**src/rtl/latchbank_sched.sv**
```systemverilog
// latchbank_sched: scheduler and write sequencer for a bank of SIZE single-bit
// latch entries. One requester wins each sequence. Its data bit is registered
// and presented on the entry's x. The entry's latch enable then opens for HOLD
// cycles and closes again.
// Optional build macro: LATCHBANK_SCHED_FIXED_PRIO_EN selects fixed-priority
// arbitration (lowest index wins) in place of round-robin.
//
// Handshake: i_req[k] is a level-sensitive request with no ready/valid pairing.
// It is sampled only on an IDLE edge. o_gnt[k] acknowledges it and stays high
// from SETUP through CLOSE. The requester learns the write is finished from the
// o_done pulse. Request or data changes made while o_busy is high have no effect.
module latchbank_sched #(
    parameter int SIZE = 8,
    parameter int HOLD = 2
) (
    input  logic            i_clk,
    input  logic            i_arst,
    input  logic [SIZE-1:0] i_req,
    input  logic [SIZE-1:0] i_data,
    output logic [SIZE-1:0] o_gnt,
    output logic [SIZE-1:0] o_en,
    output logic            o_busy,
    output logic            o_done,
    output logic [SIZE-1:0] o_a,
    output logic [1:0]      o_state
);
    localparam int PW = $clog2(SIZE);
    localparam int CW = $clog2(HOLD + 1);

    typedef enum logic [1:0] {
        ST_IDLE  = 2'd0,
        ST_SETUP = 2'd1,
        ST_OPEN  = 2'd2,
        ST_CLOSE = 2'd3
    } state_t;

    state_t          state;
    state_t          state_nxt;
    logic [PW-1:0]   win_q;
    logic [PW-1:0]   win_c;
    logic            win_found;
    logic            dreg;
    logic [CW-1:0]   cnt;
    logic [SIZE-1:0] win_oh;
    int              cand;

`ifndef LATCHBANK_SCHED_FIXED_PRIO_EN
    logic [PW-1:0]   ptr;
`endif

    assign win_oh  = SIZE'(1) << win_q;
    assign o_state = state;

    // Arbitration: the first set request found from the search start, wrapping around.
    always_comb begin
        win_found = 1'b0;
        win_c     = '0;
        cand      = 0;
        for (int i = 0; i < SIZE; i++) begin
`ifdef LATCHBANK_SCHED_FIXED_PRIO_EN
            cand = i;
`else
            cand = (int'(ptr) + i) % SIZE;
`endif
            if (!win_found && i_req[PW'(cand)]) begin
                win_found = 1'b1;
                win_c     = PW'(cand);
            end
        end
    end

    // State register
    always_ff @(posedge i_clk or negedge i_arst) begin
        if (!i_arst) begin
            state <= ST_IDLE;
        end else begin
            state <= state_nxt;
        end
    end

    // Next state, plus outputs decoded from registered state only
    always_comb begin
        state_nxt = state;
        o_gnt     = '0;
        o_en      = '0;
        o_busy    = 1'b0;
        o_done    = 1'b0;
        case (state)
            ST_IDLE: begin
                if (win_found) state_nxt = ST_SETUP;
            end
            ST_SETUP: begin
                o_gnt     = win_oh;
                o_busy    = 1'b1;
                state_nxt = ST_OPEN;
            end
            ST_OPEN: begin
                o_gnt  = win_oh;
                o_en   = win_oh;
                o_busy = 1'b1;
                if (cnt == '0) state_nxt = ST_CLOSE;
            end
            ST_CLOSE: begin
                o_gnt     = win_oh;
                o_busy    = 1'b1;
                o_done    = 1'b1;
                state_nxt = ST_IDLE;
            end
            default: state_nxt = ST_IDLE;
        endcase
    end

    // Capture the winner and its data bit, and run the hold counter through OPEN
    always_ff @(posedge i_clk or negedge i_arst) begin
        if (!i_arst) begin
            win_q <= '0;
            dreg  <= 1'b0;
            cnt   <= '0;
        end else begin
            if (state == ST_IDLE && win_found) begin
                win_q <= win_c;
                dreg  <= i_data[win_c];
            end
            if (state == ST_SETUP) begin
                cnt <= CW'(HOLD - 1);
            end else if (state == ST_OPEN && cnt != '0) begin
                cnt <= cnt - CW'(1);
            end
        end
    end

`ifndef LATCHBANK_SCHED_FIXED_PRIO_EN
    // Round-robin pointer moves just past the entry whose sequence is closing
    always_ff @(posedge i_clk or negedge i_arst) begin
        if (!i_arst) begin
            ptr <= '0;
        end else if (state == ST_CLOSE) begin
            ptr <= (win_q == PW'(SIZE - 1)) ? '0 : win_q + PW'(1);
        end
    end
`endif

    // Latch bank. Every x is fed from dreg, which only changes on an IDLE edge.
    // x is therefore stable around each enable window.
    I u_I [SIZE] ();

    genvar k;
    generate
        for (k = 0; k < SIZE; k++) begin : g_entry
            assign u_I[k].x = dreg;

            // Level latch: transparent while enabled, cleared asynchronously by reset
            always_latch begin
                if (!i_arst) begin
                    u_I[k].y <= 1'b0;
                end else if (o_en[k]) begin
                    u_I[k].y <= u_I[k].x;
                end
            end

            assign o_a[k] = u_I[k].y;
        end
    endgenerate
endmodule

// One latch entry: x is the data presented to the latch, y is the latched value.
interface I;
    logic x;
    logic y;
endinterface
```
**config.mk**
```make
export PLATFORM = sky130hd
export DESIGN_NAME = latchbank_sched
export DESIGN_NICKNAME = d
export VERILOG_FILES = /design/src/rtl/latchbank_sched.sv
export SDC_FILE = /design/constraint.sdc
export NUM_CORES = 1
export LEC_CHECK = 0
export ABC_AREA = 1
export CORE_MARGIN = 2
export CORE_UTILIZATION = 45
export CTS_CLUSTER_SIZE = 20
export DETAILED_ROUTE_END_ITERATION = 8
export PLACE_DENSITY = 0.73
export SLEW_MARGIN = 20
export SYNTH_ARGS = -nofsm -noshare
export SYNTH_HDL_FRONTEND = slang
export SYNTH_SLANG_ARGS = --single-unit
```
**constraint.sdc**
```tcl
create_clock -name i_clk -period 2.5 [get_ports i_clk]
set_input_delay 0.5 -clock i_clk [delete_from_list [all_inputs] [get_ports i_clk]]
set_output_delay 0.5 -clock i_clk [all_outputs]
set_load 0.05 [all_outputs]
```
==> results of run 1 <==
[metrics by stage]
stage          instances  setup TNS, ns  hold WS [ns]  instance area [µm²]
2_1_floorplan        272              0         0.204                 1790
3_3_place_gp         373         -0.203         0.530                 2320
3_5_place_dp         373         -0.393         0.544                 2320
4_1_cts              377              0         0.556                 2360
5_1_grt              379         -0.250         0.580                 2570
6_report             379              0         0.549                 2570
[worst max-delay path, stage by stage, from the launching register on]
cell and delay, ns:
dfrtp_1 0.41, inv_4 0.07, ha_4 0.12, xor2_1 0.37, nand3_1 0.17, nand2_1 0.11, inv_1 0.05, nand2_1 0.05
nand2_1 0.05, nand2_1 0.05, nand2_1 0.06, nor2_1 0.20, nand2_2 0.10, nand2_4 0.11, nand2_4 0.07, buf_4 0.13
buf_4 0.12, nand2_1 0.05, o21ai_1 0.06
[cell type report]
cell class	instances	share of cell area
timing repair buffer	69	0.232
multi-input combinational	204	0.519
tap	48	0.0234
sequential	19	0.154
inverter	35	0.0536
clock buffer	4	0.0175
[logic make-up after synthesis]
family                   after synthesis
AND/OR/NAND/NOR                      161
buffers and inverters                 49
AO/OA/AOI/OAI                         25
adder cells (fa/ha/maj)               13
flip-flops                            11
latches                                8
XOR/XNOR                               5
[repair_timing]
item | in CTS | in global routing
hold buffers | 0 | 0
gates resized for setup | 0 | 41
buffers inserted | 0 | 2
setup endpoints to repair | 0 | 6
[registers in the layout, summed over array words and instances (netlist names)]
name	count
o_state	2
u_I.y	8
cnt	2
ptr	3
dreg	1
win_q	3
[layer usage]
metal	share of wire	wire length [µm]	up-vias
li1	-	-	982
met1	0.46	2190	844
met2	0.48	2310	62
met3	0.056	271	4
met4	0.0087	42	0
met5	0	0	-
[Yosys cell counts (2+ instances only)]
library cell  instances
nand2_1              65
xnor2_1               2
o21ai_0              14
nor2_1               30
nand4_1               2
buf_6                 2
nand2_4               3
nand3_2              10
xor2_1                3
buf_4                 9
ha_1                 13
nand2_2               8
dfrtp_1              11
dlxtp_1               8
inv_1                30
a21oi_1               6
clkbuf_1              2
inv_2                 3
nor2_2                2
nand3_1              37
[worst paths after layout]
check / start / cells past startpoint / slack, ns / endpoint
setup / recovery: ptr[0] / 18 / 0.03 / win_q[2]
hold / removal: win_q[1] / 2 / 0.55 / win_q[1]
setup reg to reg: ptr[0] / 18 / 0.03 / win_q[2]
hold reg to reg: win_q[1] / 2 / 0.55 / win_q[1]
max in group asynchronous: i_arst / 1 / 1.41 / ptr[2]
min in group asynchronous: i_arst / 1 / 0.65 / o_state[1]
==> results.txt, run 1 <==
----------------------------------------------------
[GRT]
  Met1 Resource Use GR ... 0.305
  Vias in the first global route ... roughly 1,700
  GRT Residual Overflow ... 0
  Antenna violations before repair ... 0
  Fraction of met2 tracks used by global routing ... 0.355
  Most heavily used metal layer in global routing ... met2
  M3 GR Usage ... 0.0220
  Global-route wire length before repair ... between 7000 and 8000 µm
  Global router's overall resource usage ... 0.215
  Pin count of the biggest net entering global routing ... 16

[Yosys]
  #FFs+latches synth ... 19
  Average size of a mapped cell ... roughly 6.6 µm²
  Most used DFF post-synth ... dfrtp_1
  Post-synthesis xor/xnor area fraction ... 0.0245
  Post-synth design cell area ... roughly 1800 µm²
  Main combinational cell family by area after synthesis ... simple AND/OR/NAND/NOR gates
  Fraction of synthesized area in multiplexers ... 0
  Synth Net Count ... approximately 300
  Warnings, synthesis ... 0
  Cell taking the most area after synthesis ... dfrtp_1
  Synth Area in Adders ... 0.0910
  Post-Synth Simple-Gate Area ... 0.456
  Synth unique cells ... 32
  Post-synth EDFFs ... 0
  Asr flop ratio synth ... 0.579
  Synthesized netlist cell count ... between 200 and 300
  Top post-synthesis cells by area ... dfrtp_1, nand2_1, nand3_1, ha_1, dlxtp_1
  Area share of the largest cell type after synthesis ... 0.154
  Compound-gate portion of the synthesized area ... 0.0742

[Placement]
  Routability-driven placement congestion ratio ... about 0.93
  PortBufs ... between 40 and 50
  Post-detailed-placement half-perimeter wirelength ... 3710 µm
  Worst-case setup slack after placement ... -0.132 ns

[Die]
  Vertical die dimension ... between 60 and 70 µm
  Initial Util ... 0.477
  Std cell rows ... 22
  Core area ... 3740 µm²
  IO Pins ... 46
  Die Area ... 4490 µm²
  Die Span X ... around 67 µm

[Setup path]
  Maximum fanout encountered on the critical timing path ... 5
  Category of the worst setup path capture point ... register
  Required time at the endpoint of the critical path ... 2.62 ns
  Type of the worst setup path ... reg2reg
  Startpoint kind of the worst setup timing path ... register
  Data arrival time of the worst path ... approximately 2.6 ns

[Timing]
  Clock period minus final worst setup slack ... 2.47 ns
  Fmax ... 405 MHz
  Worst clock skew on the final layout ... ~0.0033 ns
  Total setup violations reported at the end of the flow ... 0
  Slew of the pin with the lowest slew margin ... around 0.6 ns
  Number of unconstrained endpoints ... 16
  Count of unclocked register or latch pins ... 8
  Worst setup slack after layout ... 0.0335 ns
  Max_slew headroom ... 0.591
  Period utilisation layout ... 0.987
  Unrepaired setup endpoints after global routing ... yes
  Total count of hold-check failures in the final report ... 0
  Final Slew Violations ... 0

[Clock network]
  Clock buffer count from CTS ... 3
  Clock tree root buffer cell ... clkbuf_8
  Insertion delay to the later sink of the worst-skew pair ... approximately 0.24 ns
  Clock edge transition at the registers on the reported setup and hold paths ... around 0.050 ns
  Maximum buffer depth of the clock tree ... 2
  TritonCTS clock tree ... done
  H-tree levels ... 1

[Drt]
  Detailed-route wire length ... 4820 µm
  Initial DRC count ... 87
  Routed wire length per instance ... between 10 and 15 µm
  Residual DRC ... 0
  Antenna-violating nets left ... 0
  DR vias ... around 1,900
  First-pass DRT Iterations ... 5
  Vias per cell ... ~5.0

[Finish]
  Area used by multi-input combinational logic ... roughly 1300 µm²
  Number of fill cells in the layout ... 350
  Share of the core filled with cells ... 0.686
  Synthesis-to-finish area growth ... 43.7%
  Proportion of layout cells with a drive suffix above 1 ... 0.308
  Most common cell after layout, fill and taps aside ... nand2_1
  Most frequent cells in the layout ... nand2_1, buf_4, inv_1
  Number of nets at the end of the flow ... about 360
  Sequential standard cell area ... between 300 and 400 µm²
  Diode count ... 0

[Status]
  Status ... finished, final reports clean

[Flow run]
  Max cap viols ... 0

[Hold path]
  Path category of the worst min-delay check ... reg2reg

----------------------------------------------------
Power of run 1 is not shown: default switching activity piles up to over one toggle a cycle in this logic, so the estimate is an artifact.
==> run 2: changes to the inputs <==
CORE_UTILIZATION = 46   (was 45)
CTS_BUF_LIST = sky130_fd_sc_hd__clkbuf_8   (was not set)
CTS_CLUSTER_SIZE = 30   (was 20)
PLACE_DENSITY = 0.75   (was 0.73)
SKIP_CTS_REPAIR_TIMING = 1   (was not set)
==> run 2 against run 1 <==
Hold slack got worse by 0.00083 ns. Critical path depth decreased by 4. Flip-flop and latch count unchanged. Register-to-register slack improved by 0.13 ns. First-iteration DRC count decreased by 26%. Routed wire length decreased by 8.9%. Clock skew increased by 0.0014 ns. Via count decreased by 0.53%. Highest routed layer unchanged.
==> results.txt, run 2 (same netlist as run 1, synthesis figures left out) <==
----------------------------------------------------
[Hold path]
  Path category of the worst min-delay check ... reg2reg (unchanged)

[Placement]
  Routability-driven placement congestion ratio ... 0.978 (was 0.934)
  Area of placed instances ... 2310 µm² (was 2320 µm²)
  Post-detailed-placement half-perimeter wirelength ... 3540 µm (was 3710 µm)
  PortBufs ... 45 (unchanged)

[Timing]
  Total count of hold-check failures in the final report ... 0 (unchanged)
  Worst slack on hold paths ... 0.548 ns (was 0.549 ns)
  Worst clock skew on the final layout ... 0.00469 ns (was 0.00328 ns)
  Total setup violations reported at the end of the flow ... 0 (unchanged)
  Max_slew headroom ... 0.587 (was 0.591)
  Slew of the pin with the lowest slew margin ... 0.618 ns (was 0.612 ns)
  Final Slew Violations ... 0 (unchanged)
  Clock period minus final worst setup slack ... 2.35 ns (was 2.47 ns)
  Number of unconstrained endpoints ... 16 (unchanged)
  Fmax ... 425 MHz (was 405 MHz)
  Period utilisation layout ... 0.941 (was 0.987)
  Count of unclocked register or latch pins ... 8 (unchanged)

[GRT]
  Vias in the first global route ... 1,678 (was 1,718)
  Antenna violations before repair ... 0 (unchanged)
  Pin count of the biggest net entering global routing ... 16 (unchanged)
  Global-route wire length before repair ... 7200 µm (was 7540 µm)
  Global router's overall resource usage ... 0.208 (was 0.215)
  GRT Residual Overflow ... 0 (unchanged)

[Finish]
  Area used by multi-input combinational logic ... 1290 µm² (was 1330 µm²)
  Register ranked first by flip-flop count ... u_I.y (unchanged)
  Non-Filler Cell Area, Final ... 2550 µm² (was 2570 µm²)
  Proportion of layout cells with a drive suffix above 1 ... 0.300 (was 0.308)
  Largest register FFs ... 8 (unchanged)
  Registers with the most flip-flops ... u_I.y x8, ptr x3, win_q x3 (unchanged)
  Most common cell after layout, fill and taps aside ... nand2_1 (unchanged)
  Number of nets at the end of the flow ... 365 (was 363)
  Sequential standard cell area ... 397 µm² (unchanged)
  Share of the core filled with cells ... 0.691 (was 0.686)
  Diode count ... 0 (unchanged)
  Synthesis-to-finish area growth ... 42.7% (was 43.7%)
  Number of fill cells in the layout ... 318 (was 350)
  Most frequent cells in the layout ... nand2_1, buf_4, inv_1 (unchanged)

[Setup path]
  Data arrival time of the worst path ... 2.48 ns (was 2.59 ns)
  Category of the worst setup path capture point ... register (unchanged)
  Endpoint of the most critical register-to-register path ... dreg (was win_q[2])
  Count of cells along the worst register-to-register path ... 15 (was 18)
  Type of the worst setup path ... in2reg (was reg2reg)
  Launch instance of the worst register-to-register path ... ptr[1] (was ptr[0])
  Critical path destination ... dreg (was win_q[2])
  Worst reg-to-reg setup slack ... 0.16 ns (was 0.03 ns)
  Startpoint kind of the worst setup timing path ... input pin (was register)
  Maximum fanout encountered on the critical timing path ... 4 (was 5)
  Required time at the endpoint of the critical path ... 2.63 ns (was 2.62 ns)
  Critical path origin ... i_req[5] (was ptr[0])

[Die]
  Initial Util ... 0.484 (was 0.477)
  IO Pins ... 46 (unchanged)
  Die Area ... 4400 µm² (was 4490 µm²)
  Std cell rows ... 22 (unchanged)
  Core area ... 3690 µm² (was 3740 µm²)
  Vertical die dimension ... 66.3 µm (was 67.0 µm)
  Die Span X ... 66.3 µm (was 67.0 µm)

[Status]
  Status ... finished, final reports clean (unchanged)

[Clock network]
  Clock edge transition at the registers on the reported setup and hold paths ... 0.05 ns (about the same)
  H-tree levels ... 1 (unchanged)
  Maximum buffer depth of the clock tree ... 2 (unchanged)
  Clock buffer count from CTS ... 3 (unchanged)
  Insertion delay to the later sink of the worst-skew pair ... 0.24 ns (about the same)
  TritonCTS clock tree ... done (unchanged)
  Clock tree root buffer cell ... clkbuf_8 (unchanged)

[Drt]
  Residual DRC ... 0 (unchanged)
  Detailed-route wire length ... 4390 µm (was 4820 µm)
  Initial DRC count ... 64 (was 87)
  Routed wire length per instance ... 11.5 µm (was 12.7 µm)
  Antenna-violating nets left ... 0 (unchanged)
  DR vias ... 1,882 (was 1,892)
  Vias per cell ... 4.94 (was 4.99)
  First-pass DRT Iterations ... 4 (was 5)

[Flow run]
  Max cap viols ... 0 (unchanged)

----------------------------------------------------
[run 2: changes by cell type in the layout (fill, tap and decap cells not counted), sizes merged]
cell / before / now
dlymetal6s2s: 0 / 1
buf: 41 / 43
clkbuf: 4 / 3
inv: 34 / 35
clkdlybuf4s50: 28 / 27
[run 2: worst min path at each step]
stage | slack [ns] | cells past startpoint | startpoint | end
2_1_floorplan | 0.20 | 0 | i_arst | cnt[0]
5_1_grt | 0.58 | 2 | win_q[1] | win_q[1]
3_5_place_dp | 0.54 | 2 | win_q[1] | win_q[1]
3_3_place_gp | 0.53 | 2 | win_q[1] | win_q[1]
4_1_cts | 0.55 | 2 | win_q[1] | win_q[1]
6_report | 0.55 | 2 | win_q[1] | win_q[1]
[run 2: area by class of cell]
| type | instances | share of cell area |
|---|---|---|
| Multi-Input combinational cell | 204 | 0.508 |
| Timing Repair Buffer | 71 | 0.240 |
| Sequential cell | 19 | 0.156 |
| Inverter | 35 | 0.0550 |
| Tap cell | 48 | 0.0236 |
| Clock buffer | 3 | 0.0162 |
| Clock inverter | 1 | 0.00147 |
[run 2: critical path, stage by stage]
cell	delay (ns)
clkdlybuf4s50_1	0.45
nand2_2	0.11
nand3_2	0.11
nand3_2	0.13
nand2_4	0.09
nor2_8	0.11
nand4_4	0.16
nor2_4	0.18
nand3_1	0.11
buf_4	0.15
nand3_1	0.09
nand3_1	0.09
a21oi_1	0.16
nor2_2	0.05
[run 2: routing by layer]
layer / up-vias / routed length (µm) / GRT usage
met3: 4 / 301 / 0.0204
met4: 0 / 40 / 0.0638
li1: 985 / - / -
met2: 57 / 2020 / 0.333
met5: - / 0 / 0
met1: 836 / 2020 / 0.295
[run 2: stage by stage]
step	worst slack, ns	setup TNS, ns	instances
3_5_place_dp	-0.151	-0.435	372
6_report	0.149	0	381
2_1_floorplan	0.0300	0	272
5_1_grt	-0.0275	-0.0275	381
4_1_cts	0.00867	0	376
3_3_place_gp	-0.127	-0.271	372
Power of run 2 is left out for the same reason.
==> run 3: changes to the inputs <==
PLACE_DENSITY = 0.83   (was 0.75)
==> run 3 against run 2 <==
Highest routed layer unchanged. Register-to-register slack got worse by 0.04 ns. Via count increased by 1.3%. Critical path depth increased by 2. Critical endpoint unchanged. Flip-flop and latch count unchanged. Clock skew decreased by 0.0024 ns. Die area unchanged. Core utilization decreased by 1.1 points. Routed wire length increased by 6.8%. Clock-buffer cell count unchanged.
==> results.txt, run 3 (same netlist as run 1, synthesis figures left out) <==
----------------------------------------------------
[Status]
  Status ... finished, final reports clean (unchanged)

[Timing]
  Total count of hold-check failures in the final report ... 0 (unchanged)
  Clock period minus final worst setup slack ... 2.41 ns (was 2.35 ns)
  Slew of the pin with the lowest slew margin ... 0.720 ns (was 0.618 ns)
  Worst setup slack after layout ... 0.0877 ns (was 0.149 ns)
  Max_slew headroom ... 0.519 (was 0.587)
  Period utilisation layout ... 0.965 (was 0.941)
  Total setup violations reported at the end of the flow ... 0 (unchanged)
  Unrepaired setup endpoints after global routing ... yes
  Number of unconstrained endpoints ... 16 (unchanged)
  Count of unclocked register or latch pins ... 8 (unchanged)
  Final Slew Violations ... 0 (unchanged)
  Worst clock skew on the final layout ... 0.00231 ns (was 0.00469 ns)
  Fmax ... 415 MHz (was 425 MHz)

[Finish]
  Synthesis-to-finish area growth ... 40.4% (was 42.7%)
  Most common cell after layout, fill and taps aside ... nand2_1 (unchanged)
  Largest register FFs ... 8 (unchanged)
  Sequential standard cell area ... 397 µm² (unchanged)
  Proportion of layout cells with a drive suffix above 1 ... 0.274 (was 0.300)
  Share of the core filled with cells ... 0.680 (was 0.691)
  Diode count ... 0 (unchanged)
  Number of nets at the end of the flow ... 360 (was 365)
  Number of fill cells in the layout ... 297 (was 318)
  Register ranked first by flip-flop count ... u_I.y (unchanged)
  Most frequent cells in the layout ... nand2_1, buf_4, inv_1 (unchanged)
  Area used by multi-input combinational logic ... 1290 µm² (about the same)
  Registers with the most flip-flops ... u_I.y x8, ptr x3, win_q x3 (unchanged)

[GRT]
  GRT Residual Overflow ... 0 (unchanged)
  Global-route wire length before repair ... 6910 µm (was 7200 µm)
  Fraction of met2 tracks used by global routing ... 0.369 (was 0.333)
  Met1 Resource Use GR ... 0.238 (was 0.295)
  Vias in the first global route ... 1,670 (was 1,678)
  M3 GR Usage ... 0.0221 (was 0.0204)
  Antenna violations before repair ... 0 (unchanged)
  Global router's overall resource usage ... 0.199 (was 0.208)
  Most heavily used metal layer in global routing ... met2 (unchanged)
  Pin count of the biggest net entering global routing ... 21 (was 16)

[Drt]
  Initial DRC count ... 83 (was 64)
  Antenna-violating nets left ... 0 (unchanged)
  Detailed-route wire length ... 4690 µm (was 4390 µm)
  DR vias ... 1,907 (was 1,882)
  Residual DRC ... 0 (unchanged)
  First-pass DRT Iterations ... 4 (unchanged)
  Routed wire length per instance ... 12.5 µm (was 11.5 µm)
  Vias per cell ... 5.07 (was 4.94)

[Die]
  Die Span X ... 66.3 µm (unchanged)
  Core area ... 3690 µm² (unchanged)
  Std cell rows ... 22 (unchanged)
  Die Area ... 4400 µm² (unchanged)
  IO Pins ... 46 (unchanged)
  Vertical die dimension ... 66.3 µm (unchanged)
  Initial Util ... 0.484 (unchanged)

[Placement]
  Worst-case setup slack after placement ... -0.141 ns (was -0.151 ns)
  PortBufs ... 45 (unchanged)
  Post-detailed-placement half-perimeter wirelength ... 3470 µm (was 3540 µm)
  Routability-driven placement congestion ratio ... 0.883 (was 0.978)

[Setup path]
  Combined buffer and inverter count along the critical path ... 3 (was 2)
  Data arrival time of the worst path ... 2.54 ns (was 2.48 ns)
  Critical-path cell with the highest stage delay ... clkdlybuf4s50_1 (unchanged)
  Cells along the critical path ... clkdlybuf4s50_1 -> nand2_1 -> nand3_1 -> nand3_1 -> nand2_1 -> inv_2 -> nand4_4 -> nor2_4 -> nand3_2 -> buf_4 -> nand3_1 -> nand3_1 -> nand2_1 -> nand2_1 -> nand2_1 -> nor2_2 (was clkdlybuf4s50_1 -> nand2_2 -> nand3_2 -> nand3_2 -> nand2_4 -> nor2_8 -> nand4_4 -> nor2_4 -> nand3_1 -> buf_4 -> nand3_1 -> nand3_1 -> a21oi_1 -> nor2_2)
  Most numerous cell on the critical path ... nand2_1 (was nand3_1)
  Maximum fanout encountered on the critical timing path ... 4 (unchanged)
  Category of the worst setup path capture point ... register (unchanged)
  Startpoint kind of the worst setup timing path ... input pin (unchanged)
  Type of the worst setup path ... in2reg (unchanged)
  Cell family contributing the most delay on the critical path ... simple AND/OR/NAND/NOR gates (unchanged)
  Biggest cell delay along the critical path ... 0.45 ns (about the same)
  Required time at the endpoint of the critical path ... 2.63 ns (about the same)

[Clock network]
  Clock edge transition at the registers on the reported setup and hold paths ... 0.05 ns (about the same)
  TritonCTS clock tree ... done (unchanged)
  Maximum buffer depth of the clock tree ... 2 (unchanged)
  Insertion delay to the later sink of the worst-skew pair ... 0.24 ns (about the same)
  Clock tree root buffer cell ... clkbuf_8 (unchanged)
  Clock buffer count from CTS ... 3 (unchanged)
  H-tree levels ... 1 (unchanged)

[Flow run]
  Max cap viols ... 0 (unchanged)

[Hold path]
  Path category of the worst min-delay check ... reg2reg (unchanged)

----------------------------------------------------
==> run 3: final timing paths <==
| check | from | end | slack [ns] | cells past startpoint |
|---|---|---|---|---|
| worst max register to register | ptr[1] | dreg | 0.12 | 20 |
| worst min register to register | win_q[1] | win_q[1] | 0.56 | 2 |
| min in group asynchronous | i_arst | cnt[0] | 0.69 | 1 |
| worst min-delay path | win_q[1] | win_q[1] | 0.56 | 2 |
| max in group asynchronous | i_arst | ptr[2] | 1.30 | 1 |
| worst max-delay path | i_req[7] | dreg | 0.09 | 16 |
==> run 3: metrics by stage <==
step	hold slack (ns)	instances	cell area [µm²]	setup TNS [ns]
floorplan	0.204	272	1790	0
global placement	0.526	367	2280	-0.101
detailed placement	0.556	367	2280	-0.381
CTS	0.567	371	2320	-0.00495
global route	0.586	376	2510	-0.115
finish	0.562	376	2510	0
==> run 3: layout make-up <==
cell class,count,area share
clock buffers,3,0.0165
well taps,48,0.0239
multi-input cells,204,0.513
flip-flops and latches,19,0.158
repair buffers,66,0.231
inverters,35,0.0559
clock inverters,1,0.00150
==> run 3: worst reg2reg max path, stage by stage (launching register included) <==
cell,delay [ns]
dfrtp_1,0.38
clkinv_2,0.09
ha_4,0.17
xor2_1,0.35
nand3_1,0.16
nand2_1,0.12
inv_1,0.05
nand2_1,0.05
nand2_1,0.04
nand2_1,0.06
nand2_1,0.07
nor2_1,0.14
nand2_2,0.08
nand2_4,0.10
nand2_4,0.07
nand2_1,0.07
nand3_1,0.06
nand2_1,0.08
nand2_1,0.05
nand2_1,0.07
nor2_2,0.03
==> run 3: layer usage <==
layer  vias to the layer above  wire length, µm
met3                         8              311
met4                         0               91
met2                        64             2400
li1                        973                -
met5                         -                0
met1                       862             1880
Power of run 3 is left out for the same reason.
